`src/rtl/mult_div_unit.sv`:
```
// rtl/mult_div_unit.sv - multi-cycle MIPS MULT/MULTU/DIV/DIVU unit with HI/LO registers
module mult_div_unit #(
  parameter int N = 32
) (
  input  logic         clock,
  input  logic         reset,
  input  logic         start,
  input  logic [1:0]   op,
  input  logic [N-1:0] inA,
  input  logic [N-1:0] inB,
  input  logic         hi_wen,
  input  logic         lo_wen,
  input  logic [N-1:0] wd,
  output logic         busy,
  output logic         done,
  output logic         div_by_zero,
  output logic [N-1:0] hi,
  output logic [N-1:0] lo
);

  localparam int CW = $clog2(N) + 1;

  typedef enum logic [1:0] {IDLE, CALC, FIX} state_t;

  state_t         state, state_next;
  logic [CW-1:0]  cnt;
  logic           div_q;
  logic           neg_q;
  logic           rem_neg_q;
  logic           dbz_q;
  logic [N-1:0]   mag_a;
  logic [N-1:0]   mag_b;
  logic [2*N-1:0] acc;

  logic           b_zero;
  logic [N-1:0]   abs_a;
  logic [N-1:0]   abs_b;
  logic [N:0]     mul_sum;
  logic [N:0]     mul_hi;
  logic [N:0]     div_r;
  logic [N:0]     div_d;
  logic           qbit;
  logic [N-1:0]   new_rem;
  logic [2*N-1:0] mul_next;
  logic [2*N-1:0] div_next;
  logic [2*N-1:0] prod;
  logic [N-1:0]   quo;
  logic [N-1:0]   rem;

  // Signed ops run on magnitudes; the most-negative value maps onto its own bit pattern,
  // which read unsigned is exactly the right magnitude.
  always_comb begin
    b_zero = (inB == '0);
    abs_a  = (op[0] && inA[N-1]) ? -inA : inA;
    abs_b  = (op[0] && inB[N-1]) ? -inB : inB;
  end

  // acc holds {partial product, remaining multiplier} or {partial remainder, dividend/quotient}.
  always_comb begin
    mul_sum  = {1'b0, acc[2*N-1:N]} + {1'b0, mag_a};
    mul_hi   = acc[0] ? mul_sum : {1'b0, acc[2*N-1:N]};
    mul_next = {mul_hi, acc[N-1:1]};
    div_r    = {acc[2*N-1:N], acc[N-1]};
    div_d    = div_r - {1'b0, mag_b};
    qbit     = (div_r >= {1'b0, mag_b});
    new_rem  = qbit ? div_d[N-1:0] : div_r[N-1:0];
    div_next = {new_rem, acc[N-2:0], qbit};
    prod     = neg_q ? -acc : acc;
    quo      = neg_q ? -acc[N-1:0] : acc[N-1:0];
    rem      = rem_neg_q ? -acc[2*N-1:N] : acc[2*N-1:N];
  end

  always_ff @(posedge clock or negedge reset) begin
    if (!reset) state <= IDLE;
    else        state <= state_next;
  end

  always_comb begin
    state_next = state;
    busy       = (state != IDLE);
    case (state)
      IDLE:    if (start) state_next = (op[1] && b_zero) ? FIX : CALC;
      CALC:    if (cnt == CW'(N - 1)) state_next = FIX;
      FIX:     state_next = IDLE;
      default: state_next = IDLE;
    endcase
  end

  always_ff @(posedge clock or negedge reset) begin
    if (!reset) begin
      cnt         <= '0;
      div_q       <= 1'b0;
      neg_q       <= 1'b0;
      rem_neg_q   <= 1'b0;
      dbz_q       <= 1'b0;
      mag_a       <= '0;
      mag_b       <= '0;
      acc         <= '0;
      done        <= 1'b0;
      div_by_zero <= 1'b0;
      hi          <= '0;
      lo          <= '0;
    end else begin
      done <= 1'b0;
      case (state)
        IDLE: begin
          if (hi_wen) hi <= wd;
          if (lo_wen) lo <= wd;
          if (start) begin
            div_q     <= op[1];
            neg_q     <= op[0] & (inA[N-1] ^ inB[N-1]);
            rem_neg_q <= op[0] & inA[N-1];
            dbz_q     <= op[1] & b_zero;
            mag_a     <= abs_a;
            mag_b     <= abs_b;
            cnt       <= '0;
            acc       <= op[1] ? {{N{1'b0}}, abs_a} : {{N{1'b0}}, abs_b};
          end
        end
        CALC: begin
          acc <= div_q ? div_next : mul_next;
          cnt <= cnt + 1'b1;
        end
        FIX: begin
          done <= 1'b1;
          if (dbz_q) begin
            div_by_zero <= 1'b1;
          end else begin
            div_by_zero <= 1'b0;
            if (div_q) {hi, lo} <= {rem, quo};
            else       {hi, lo} <= prod;
          end
        end
        default: ;
      endcase
    end
  end

endmodule

```
`config.mk`:
```
export PLATFORM = sky130hd
export DESIGN_NAME = mult_div_unit
export DESIGN_NICKNAME = d
export VERILOG_FILES = /design/src/rtl/mult_div_unit.sv
export SDC_FILE = /design/constraint.sdc
export NUM_CORES = 1
export LEC_CHECK = 0
export CAP_MARGIN = 20
export CORE_UTILIZATION = 38
export DETAILED_ROUTE_END_ITERATION = 16
export GPL_TIMING_DRIVEN = 0
export SYNTH_ARGS = -nofsm -noshare
export SYNTH_HDL_FRONTEND = slang
export SYNTH_SLANG_ARGS = --single-unit
```
`constraint.sdc`:
```
create_clock -name clock -period 5.5 [get_ports clock]
set_input_delay 0.825 -clock clock [delete_from_list [all_inputs] [get_ports clock]]
set_output_delay 0.825 -clock clock [all_outputs]
set_load 0.02 [all_outputs]
```
==> out/qor.log <==
[global_route] global-route usage over all layers 31.7%
[critical_path] startpoint of the lowest-slack register-to-register path acc[56]$_DFFE_PN0P_
[global_route] Overflow after GRT 0
[sta] Max-Slew Margin vs Limit 26.7%
[critical_path] delay-heaviest family, CP simple AND/OR/NAND/NOR gates
[sta] RSZ-0062 raised after global routing false
[place] Cells after DPL 2755
[sta] total negative slack for setup checks 0 ps
[sta] number of setup violations in the final report 0
[sta] final worst hold slack 198 ps
[die] Rows 75
[synth] share of the synthesized area in the top cell type 31.7%
[synth] summed instance area of the synthesized netlist 16300 sq um
[critical_path] worst r2r dst acc[59]$_DFFE_PN0P_
[clock_tree] post-cts repair resize count 0
[power_and_ir_drop] Lkg Pwr 8.21 nW
[clock_tree] clock transition time at the flip-flop clock pins of the worst setup and hold paths 70 ps
[clock_tree] H-tree lvl count 1
[critical_path] Critical Path Start Type flop
[clock_tree] root buf cell sky130_fd_sc_hd__clkbuf_16
[synth] library cell with the largest summed area after synthesis sky130_fd_sc_hd__dfrtp_1
[routing] Routed WL 70100 um
[sta] Final Hold Viols 0
[routing] DRC viols 0
[critical_path] Most common cell on crit path sky130_fd_sc_hd__nand2_1
[synth] number of nets produced by synthesis 2220
[global_route] vias in the first global route 16100
[place] routability congestion estimate 0.978
[synth] Avg Cell Area, Syn 7.96 sq um
[synth] fraction of the yosys area taken by sequential cells 31.7%
[critical_path] Crit path arrival time 4800 ps
[critical_path] required time at the worst-slack endpoint 5920 ps
[critical_path] critical path buffer and inverter count 2
[synth] number of warnings printed during yosys synthesis 0
[critical_path] Cell Chain, Critical Path ha_1 > clkbuf_1 > and3_1 > nand3_1 > nor3_1 > a211oi_1 > o21a_1 > nand2_1 > buf_2 > nand2_1 > a2111oi_0 > o31ai_1
[critical_path] CP max stage delay 550 ps
[sta] achievable clock frequency 228 MHz
[cells_and_area] layout cell share with drive strength beyond 1 3.40%
[global_route] wire length of the first global-routing pass 103000 um
[synth] async set-reset flop share out of synthesis 100%
[power_and_ir_drop] cell area power density 737 nW/um^2
[routing] Via-to-Cell Ratio 5.99
[die] chip width 209 um
[clock_tree] TritonCTS clock tree built
[critical_path] worst setup path class flop to flop
[cells_and_area] Area Overhead vs Synth 19.8%
[routing] First-pass DRT Iterations 7
[clock_tree] TritonCTS buffer count 26
[place] detailed-placement wirelength estimate 57200 um
[synth] Synth cell types 77
[critical_path] r2r worst-path depth 12
[synth] most used standard cells in the synthesized netlist sky130_fd_sc_hd__nand2_1, sky130_fd_sc_hd__o21ai_0, sky130_fd_sc_hd__dfrtp_1
[clock_tree] CTS Hold Bufs 0
[sta] Tmin final 4380 ps
[cells_and_area] count of nets after finishing 2418
[power_and_ir_drop] maximum vdd ir drop 258 uV
[synth] main flop type after synthesis sky130_fd_sc_hd__dfrtp_1
[synth] cell types occupying the most area after synthesis sky130_fd_sc_hd__dfrtp_1, sky130_fd_sc_hd__o21ai_0, sky130_fd_sc_hd__a21oi_1
[routing] antenna viol nets, final 0
[synth] post-synthesis instance total 2046
[die] overall die height 209 um
[run] maxcap violations 0
[global_route] antenna violations before repair 2
[critical_path] highest net fanout along the worst path 10
[routing] detailed router's first-iteration violation count 1603
[routing] Avg WL per Cell 25.0 um
[synth] number of synthesized register bits 206
[die] standard cell core area 42100 sq um
[status] status finished, final reports clean
[critical_path] slowest cell on the critical path sky130_fd_sc_hd__dfrtp_1
[sta] fin crit share 79.7%
[clock_tree] CTS sink count 206
[critical_path] slack of the worst reg-to-reg path 1120 ps
[die] die area 43700 sq um
[critical_path] Critical Path End Type flop
[sta] slew at the pin with the worst max-slew slack 1100 ps
[hold_path] HP Class primary input to async pin
[synth] most numerous cell in the Yosys netlist sky130_fd_sc_hd__nand2_1
[clock_tree] latest clock arrival within the worst-skew pair 560 ps
[die] starting density of the core 38.6%
[clock_tree] total setup buffers inserted after CTS 0
[die] number of ports placed on the die boundary 170
[synth] count of flip-flops with a built-in enable after synthesis 0
[routing] vias after detailed routing 16800
[sta] Max Clock Skew 29.2 ps
[global_route] pin count of the biggest net entering global routing 78
[cells_and_area] fin cells 2803
[clock_tree] buffer depth of the longest clock path 3
[sta] Final Max Slew Viols 0
[place] Port Buf Inserts 168
==> cells by family after synthesis <==
logic type / Yosys count / share of synthesized area (%)
AO/OA/AOI/OAI: 685 / 26.1
XOR/XNOR: 161 / 8.66
adder cells (fa/ha/maj): 71 / 5.55
buffers and inverters: 201 / 4.81
flip-flops: 206 / 31.7
multiplexers: 79 / 4.92
AND/OR/NAND/NOR: 643 / 18.3
==> power by group <==
part / total (mW) / internal (mW) / switching, mW
combinational: 9.57 / 3.52 / 6.05
clock: 1.67 / 0.955 / 0.718
sequential: 3.13 / 2.25 / 0.880
total: 14.4 / 6.73 / 7.65
==> cell type report <==
cell class / count / area, sq um
plain buffers: 126 / 502
diodes: 1 / 2.50
fillers: 4275 / 22600
well taps: 539 / 674
clock buffers: 40 / 764
repair buffers: 170 / 1740
clock inverters: 7 / 43.8
flip-flops and latches: 206 / 5150
inverters: 75 / 282
multi-input cells: 1639 / 10300
==> how the worst max path moves through the flow <==
| stage | slack, ps | to | cells after the start | from |
|---|---|---|---|---|
| after global routing | 990 | acc[59]$_DFFE_PN0P_ | 12 | acc[56]$_DFFE_PN0P_ |
| after global placement | -5480 | mag_a[30]$_DFFE_PN0P_ | 1 | reset |
| after detailed placement | 990 | acc[29]$_DFFE_PN0P_ | 9 | inA[3] |
| after CTS | 1210 | acc[59]$_DFFE_PN0P_ | 12 | acc[56]$_DFFE_PN0P_ |
| final | 1120 | acc[59]$_DFFE_PN0P_ | 12 | acc[56]$_DFFE_PN0P_ |
| after floorplan | 2410 | acc[24]$_DFFE_PN0P_ | 8 | inA[13] |
==> through the flow <==
| stage | setup WS (ps) | util, % | power [mW] | cell area (sq um) |
|---|---|---|---|---|
| floorplan | 2410 | - | 9.05 | 16300 |
| global placement | -5480 | 44.2 | 12.4 | 18600 |
| detailed placement | 994 | 44.4 | 12.5 | 18700 |
| CTS | 1210 | 46.3 | 14.2 | 19500 |
| global route | 994 | 46.3 | 15.3 | 19500 |
| finish | 1120 | 46.3 | 14.4 | 19500 |
==> metal layers <==
metal / up-vias / share of wire, % / global-route usage, %
li1: 7768 / - / -
met1: 8109 / 42 / 40.9
met2: 746 / 46 / 52.5
met3: 155 / 7.5 / 5.06
met4: 2 / 4.3 / 13.2
met5: - / 0.061 / 1.00
==> registers in the layout (all words and copies together) (netlist names) <==
register and cells:
neg_q 1, rem_neg_q 1, acc 64, done 1, mag_a 32, cnt 6
state 2, div_by_zero 1, mag_b 32, lo 32, div_q 1, hi 32
dbz_q 1
==> layout by cell type (no fill, tap or decap), types with 22 or more instances in the layout <==
master                            instances
sky130_fd_sc_hd__a211oi_1                31
sky130_fd_sc_hd__a21o_1                  39
sky130_fd_sc_hd__a21oi_1                195
sky130_fd_sc_hd__a31oi_1                 27
sky130_fd_sc_hd__clkbuf_1               121
sky130_fd_sc_hd__clkbuf_16               27
sky130_fd_sc_hd__clkdlybuf4s50_1        167
sky130_fd_sc_hd__dfrtp_1                206
sky130_fd_sc_hd__ha_1                    69
sky130_fd_sc_hd__inv_1                   74
sky130_fd_sc_hd__mux2i_1                 71
sky130_fd_sc_hd__nand2_1                254
sky130_fd_sc_hd__nand3_1                 38
sky130_fd_sc_hd__nor2_1                 157
sky130_fd_sc_hd__nor3_1                  31
sky130_fd_sc_hd__o21a_1                  22
sky130_fd_sc_hd__o21ai_0                208
sky130_fd_sc_hd__o31ai_1                 36
sky130_fd_sc_hd__xnor2_1                 83
sky130_fd_sc_hd__xor2_1                  78
No activity file was read; power rests on OpenSTA's default activity.
